--- src/rtl/fifo_flops_mode.sv ---
// Flop-based synchronous FIFO with first-word fall-through, occupancy count,
// almost-full/empty thresholds, sticky error flags and a drop/overwrite full-policy.
module fifo_flops_mode #(
  parameter int DEPTH  = 16,
  parameter int BITS   = 16,
  parameter int AF_LVL = DEPTH - 2,
  parameter int AE_LVL = 2,
  localparam int CW    = $clog2(DEPTH + 1),
  localparam int PW    = $clog2(DEPTH)
) (
  input  logic            clk,
  input  logic            rst,
  input  logic [BITS-1:0] Din,
  input  logic            push,
  input  logic            pop,
  input  logic            ovr_mode,
  input  logic            clr_err,
  output logic [BITS-1:0] Dout,
  output logic            pndng,
  output logic            full,
  output logic [CW-1:0]   count,
  output logic            almost_full,
  output logic            almost_empty,
  output logic            overflow,
  output logic            underflow
);

  logic [BITS-1:0] mem [DEPTH];
  logic [PW-1:0]   rd_ptr, wr_ptr;
  logic            is_empty, is_full, wr_en, rd_adv, ovf_ev, unf_ev;

  function automatic logic [PW-1:0] inc(input logic [PW-1:0] p);
    return (p == PW'(DEPTH - 1)) ? '0 : p + 1'b1;
  endfunction

  assign is_empty = (count == '0);
  assign is_full  = (count == CW'(DEPTH));

  // A write lands when there is room, when a pop frees the head slot, or when
  // overwrite mode evicts the oldest entry; the eviction also advances rd_ptr.
  assign wr_en  = push && (!is_full || pop || ovr_mode);
  assign rd_adv = (pop && !is_empty) || (push && !pop && is_full && ovr_mode);
  assign ovf_ev = push && !pop && is_full;
  assign unf_ev = pop && is_empty;

  always_ff @(posedge clk) begin
    if (rst) begin
      rd_ptr    <= '0;
      wr_ptr    <= '0;
      count     <= '0;
      overflow  <= 1'b0;
      underflow <= 1'b0;
    end else begin
      if (wr_en)  wr_ptr <= inc(wr_ptr);
      if (rd_adv) rd_ptr <= inc(rd_ptr);
      count     <= count + CW'(wr_en) - CW'(rd_adv);
      overflow  <= ovf_ev | (overflow & ~clr_err);
      underflow <= unf_ev | (underflow & ~clr_err);
    end
  end

  // Storage is not reset; rst only has to block a concurrent write.
  always_ff @(posedge clk) begin
    if (wr_en && !rst) mem[wr_ptr] <= Din;
  end

  assign Dout         = is_empty ? '0 : mem[rd_ptr];
  assign pndng        = !is_empty;
  assign full         = is_full;
  assign almost_full  = (count >= CW'(AF_LVL));
  assign almost_empty = (count <= CW'(AE_LVL));

endmodule

--- config.mk ---
export PLATFORM = sky130hd
export DESIGN_NAME = fifo_flops_mode
export DESIGN_NICKNAME = d
export VERILOG_FILES = /design/src/rtl/fifo_flops_mode.sv
export SDC_FILE = /design/constraint.sdc
export NUM_CORES = 1
export LEC_CHECK = 0
export BUFFER_PORTS_ARGS = -buffer_cell sky130_fd_sc_hd__buf_2
export CAP_MARGIN = 0
export CORE_ASPECT_RATIO = 1.25
export CORE_MARGIN = 10
export CORE_UTILIZATION = 60
export DETAILED_ROUTE_END_ITERATION = 10
export GPL_ROUTABILITY_DRIVEN = 1
export HOLD_SLACK_MARGIN = 0.12
export PLACE_DENSITY = 0.84
export SYNTH_ARGS = -nofsm -noshare
export SYNTH_HDL_FRONTEND = slang
export SYNTH_SLANG_ARGS = --single-unit
--- constraint.sdc ---
create_clock -name clk -period 10.1 [get_ports clk]
set_input_delay 2.02 -clock clk [delete_from_list [all_inputs] [get_ports clk]]
set_output_delay 2.02 -clock clk [all_outputs]
set_load 0.03 [all_outputs]
# == Yosys cells after proc, flatten, opt, wreduce, memory -nomap -nowiden ==
# Memory sizes are Yosys's and may differ from the RTL's. A register that Yosys moved wholly into a read port is not among the register bits.
# Cells that the tools add are included.
# word_totals
in_bits,22
romBits,0
reg_bits,15
wordCells,42
mem_bits_rw,256
out_inout_bits,27
memories,1
latchBits,0
# mem_list
memory,depth,width,rd,rd_clocked_by_memory_dff,write_ports,line,rtl
mem,16,16,1,1,1,28,logic [BITS-1:0] mem [DEPTH];
# op_classes
div,0
muxes,7
mul,0
shift,0
n_lt_le_gt_ge,2
eq_ne,3
n_bitwise,5
n_reduce_logical,15
addsub,4
# op_table
op,n
$mux W16,1
$mux W4,4
$add A4 B1 Y4 const B,2
$eq A4 B4 Y1 const B,2
$logic_and A1 B1 Y1,7
$add A5 B1 Y5,1
$eq A5 B5 Y1 const B,1
$ge A5 B4 Y1 const B,1
$le A5 B2 Y1 const B,1
$logic_not A5 Y1,1
$sub A5 B1 Y5,1
$logic_not A1 Y1,4
$logic_or A1 B1 Y1,3
$and A1 B1 Y1,2
$mux W1,2
$or A1 B1 Y1,2
$not A1 Y1,1

# == Depth between registers and ports, before layout ==
# depth
depth_word,8
ltp_mapped,13
depth_no_buf,13

# == Worst setup path after synthesis ==
# Ideal clock, no wire load.
# synth_timing
kind,input to register
from,input port pop
to,memory mem[1][0] (enable)
t_required_ns,9.670
cell_stages,4
setup_time_ns,0.430
slack_ns,5.603
arrival_time_ns,4.067
path_buffers,1
path_cell_list,or2_1 -> o21ai_1 -> buf_2 -> nor4_1
# synth_via
elab_chain_len,6
# synth_lines
item,line,rtl
"start, declared",15,"input logic pop,"
$logic_or A1 B1 Y1 (2 in series),41,assign wr_en = push && (!is_full || pop || ovr_mode);
$logic_and A1 B1 Y1,41,
$logic_and A1 B1 Y1,64,if (wr_en && !rst) mem[wr_ptr] <= Din;
$mux W1,64,
$mux W1 (implied by the code),64,
"end, declared",28,
# No other way between the ends.

==> run metrics <==
status=finished, final reports clean; min cycle time layout=5020 ps; Hold-fix buffers, CTS=0; synthesized area per cell=20.08 sq um; TritonCTS Buffers=26; aggregate negative setup slack=0 ps; row count=55; Seq/Total Area, Yosys=73.60%; Slew HR=21.90%; non-filler instance count after layout=854; vias per cell=6.355; Post-Syn Area=10960 sq um; critical path data required time=8080 ps; routed length per instance=26.50 um; worst-path maximum fanout=64; Final Max Tran Viols=0; Cells after Synth=546; layout net count=647; Pre-Repair DR Iteration Count=5; clk slew on worst S/H paths=60 ps; die span in x=140.9 um; Multi-input gate area=2728 sq um; WL final=22630 um; post-layout util=67.98%; Via Count=5427; largest net degree at the start of global routing=65; total core area=18030 sq um; Worst-Margin Slew=1164 ps; register area=8074 sq um; Placed Cells=808; pwr dens=231.3 nW/um^2; CP Class=flip-flop to output pin; Antenna diodes=0; Worst setup SP type=flip-flop; final estimated routing congestion in global placement=0.7786; initial antenna violation count=1; H-Tree Depth=1; most numerous cell in the Yosys netlist=edfxtp_1; First DRT Iteration DRCs=601; post-synth top area share=70.13%; Hold Path Class=flip-flop to flip-flop; Final Instance Area=12260 sq um; leakage power=3.940 nW; CP endpoint kind=output pin; Initial Util=60.80%; WHS Path Cells=2; Post-DP HPWL=12260 um; Fmax=199.2 MHz; worst reg-to-reg setup slack=6480 ps; filler instances=1134; Yosys top cell by area=edfxtp_1; Worst EP arrival=3000 ps; period utilisation layout=49.70%; hold wc startpoint=rd_ptr[3]; critical register-to-register path startpoint=count[2]; Congestion Overflow GR=0; Final ANT Viol Nets=0; R2R depth=12; CTS tree=yes; area post-placement=11470 sq um; cts repair resizes=0; clock latency on the worst-skew pair=530 ps; top cells by count, synth=edfxtp_1, mux4_2, a21oi_1; GRT Util Overall=18.86%; max_cap viols=0; Synth area leaders=edfxtp_1, mux4_2, dfxtp_1; number of global-route vias before repair=5881; Hold Fails Final Rpt=0; Distinct cells, synth=42; DRC=0; Die ar.=24110 sq um; layout cells sized above 1=29.71%; VDD IR-drop max=0.1839 mV; setup violators final=0; Crit Reg-Reg Endpoint=count[4]; total design power=0.002835 W; Post-synth EDFFs=256; RSZ-0062 raised after global routing=no; first-pass GRT wire length=34490 um; Setup Fix Bufs, Post-CTS=0; root buf cell=clkbuf_16; area growth from synthesis to layout=11.81%; die height=171.1 um; asr flop ratio synth=0%; clk buf depth=3; IO Port Bufs=48; Top Ports=49; Clock Skew=8.785 ps; Ys Warns=0; ys flop type=edfxtp_1; Synth Register Bits=275; syn nets=585; # clock sinks=275
==> report_power, final <==
| group | internal [W] | switching (W) | total [W] |
|---|---|---|---|
| Sequential | 0.00127 | 0.0000508 | 0.00132 |
| Combinational | 0.000250 | 0.000358 | 0.000608 |
| Clock | 0.000510 | 0.000397 | 0.000907 |
==> layout make-up <==
class | instances | share of cell area [%]
sequential | 275 | 65.87
multi-input combinational | 232 | 22.25
clock buffer | 31 | 5.635
timing repair buffer | 61 | 2.756
tap | 228 | 2.327
clock inverter | 15 | 0.7860
inverter | 12 | 0.3675
==> metrics by stage <==
stage / setup slack (ps) / hold slack (ps)
2_1_floorplan: 5603 / 469.7
3_3_place_gp: 5277 / 487.9
3_5_place_dp: 5111 / 495.6
4_1_cts: 5001 / 507.7
5_1_grt: 4909 / 551.9
6_report: 5080 / 523.9
==> flip-flops by register name (all words and copies together) (netlist names), named ones only <==
| signal | flops |
|---|---|
| underflow | 1 |
| wr_ptr | 4 |
| count | 5 |
| overflow | 1 |
| mem | 256 |
| rd_ptr | 4 |
==> cells in the final DEF, fill, tap and decap left out, drive strengths merged, types with 3 or more instances in the layout <==
cell and n:
mux2 16, inv 12, nor3 6, nor2b 5, mux4 64, edfxtp 256, and3 6, ha 16
clkinv 12, clkbuf 31, o21ai 23, nand2b 3, xor2 3, nand2 6, dfxtp 19, nor4 4
nor2 12, buf 61, a21oi 29, nand3 4, mux2i 17
==> kinds of logic (layout without fill, tap and decap cells) <==
family                     after synthesis  after routing  synth area share [%]
AOI/OAI and AO/OA                       61             61                 3.025
adders and majority gates               17             17                 2.009
buffers and inverters                   39            119                 1.975
muxes                                   97             97                 16.52
and+or+nand+nor                         54             54                 2.637
DFF                                    275            275                 73.60
xor gates and xnor gates                 3              3                0.2397
==> per-layer routing <==
metal  routed length (um)  share of wire, %  track usage (%)
met1                 8850                39            23.81
met5                   13             0.057                0
met4                  692               3.1            7.509
met2                11450                51            31.44
met3                 1629               7.2            3.827
==> how the worst max path moves through the flow <==
stage,from,endpoint,slack [ps],cells after the start
after floorplan,pop,mem[1][0],5600,4
after global placement,pop,count[4],5280,11
after detailed placement,pop,count[4],5110,11
after CTS,flip-flop,Dout[2],5000,5
after global routing,flip-flop,Dout[2],4910,5
final,flip-flop,Dout[2],5080,5
==> critical path, cell delays in order, from the launching register on <==
cell and delay (ps):
dfxtp_4 1050, mux4_1 660, mux2_2 290, o21ai_1 130, a21oi_1 100, buf_2 230
Note: power is estimated with default switching activity, not from simulation.
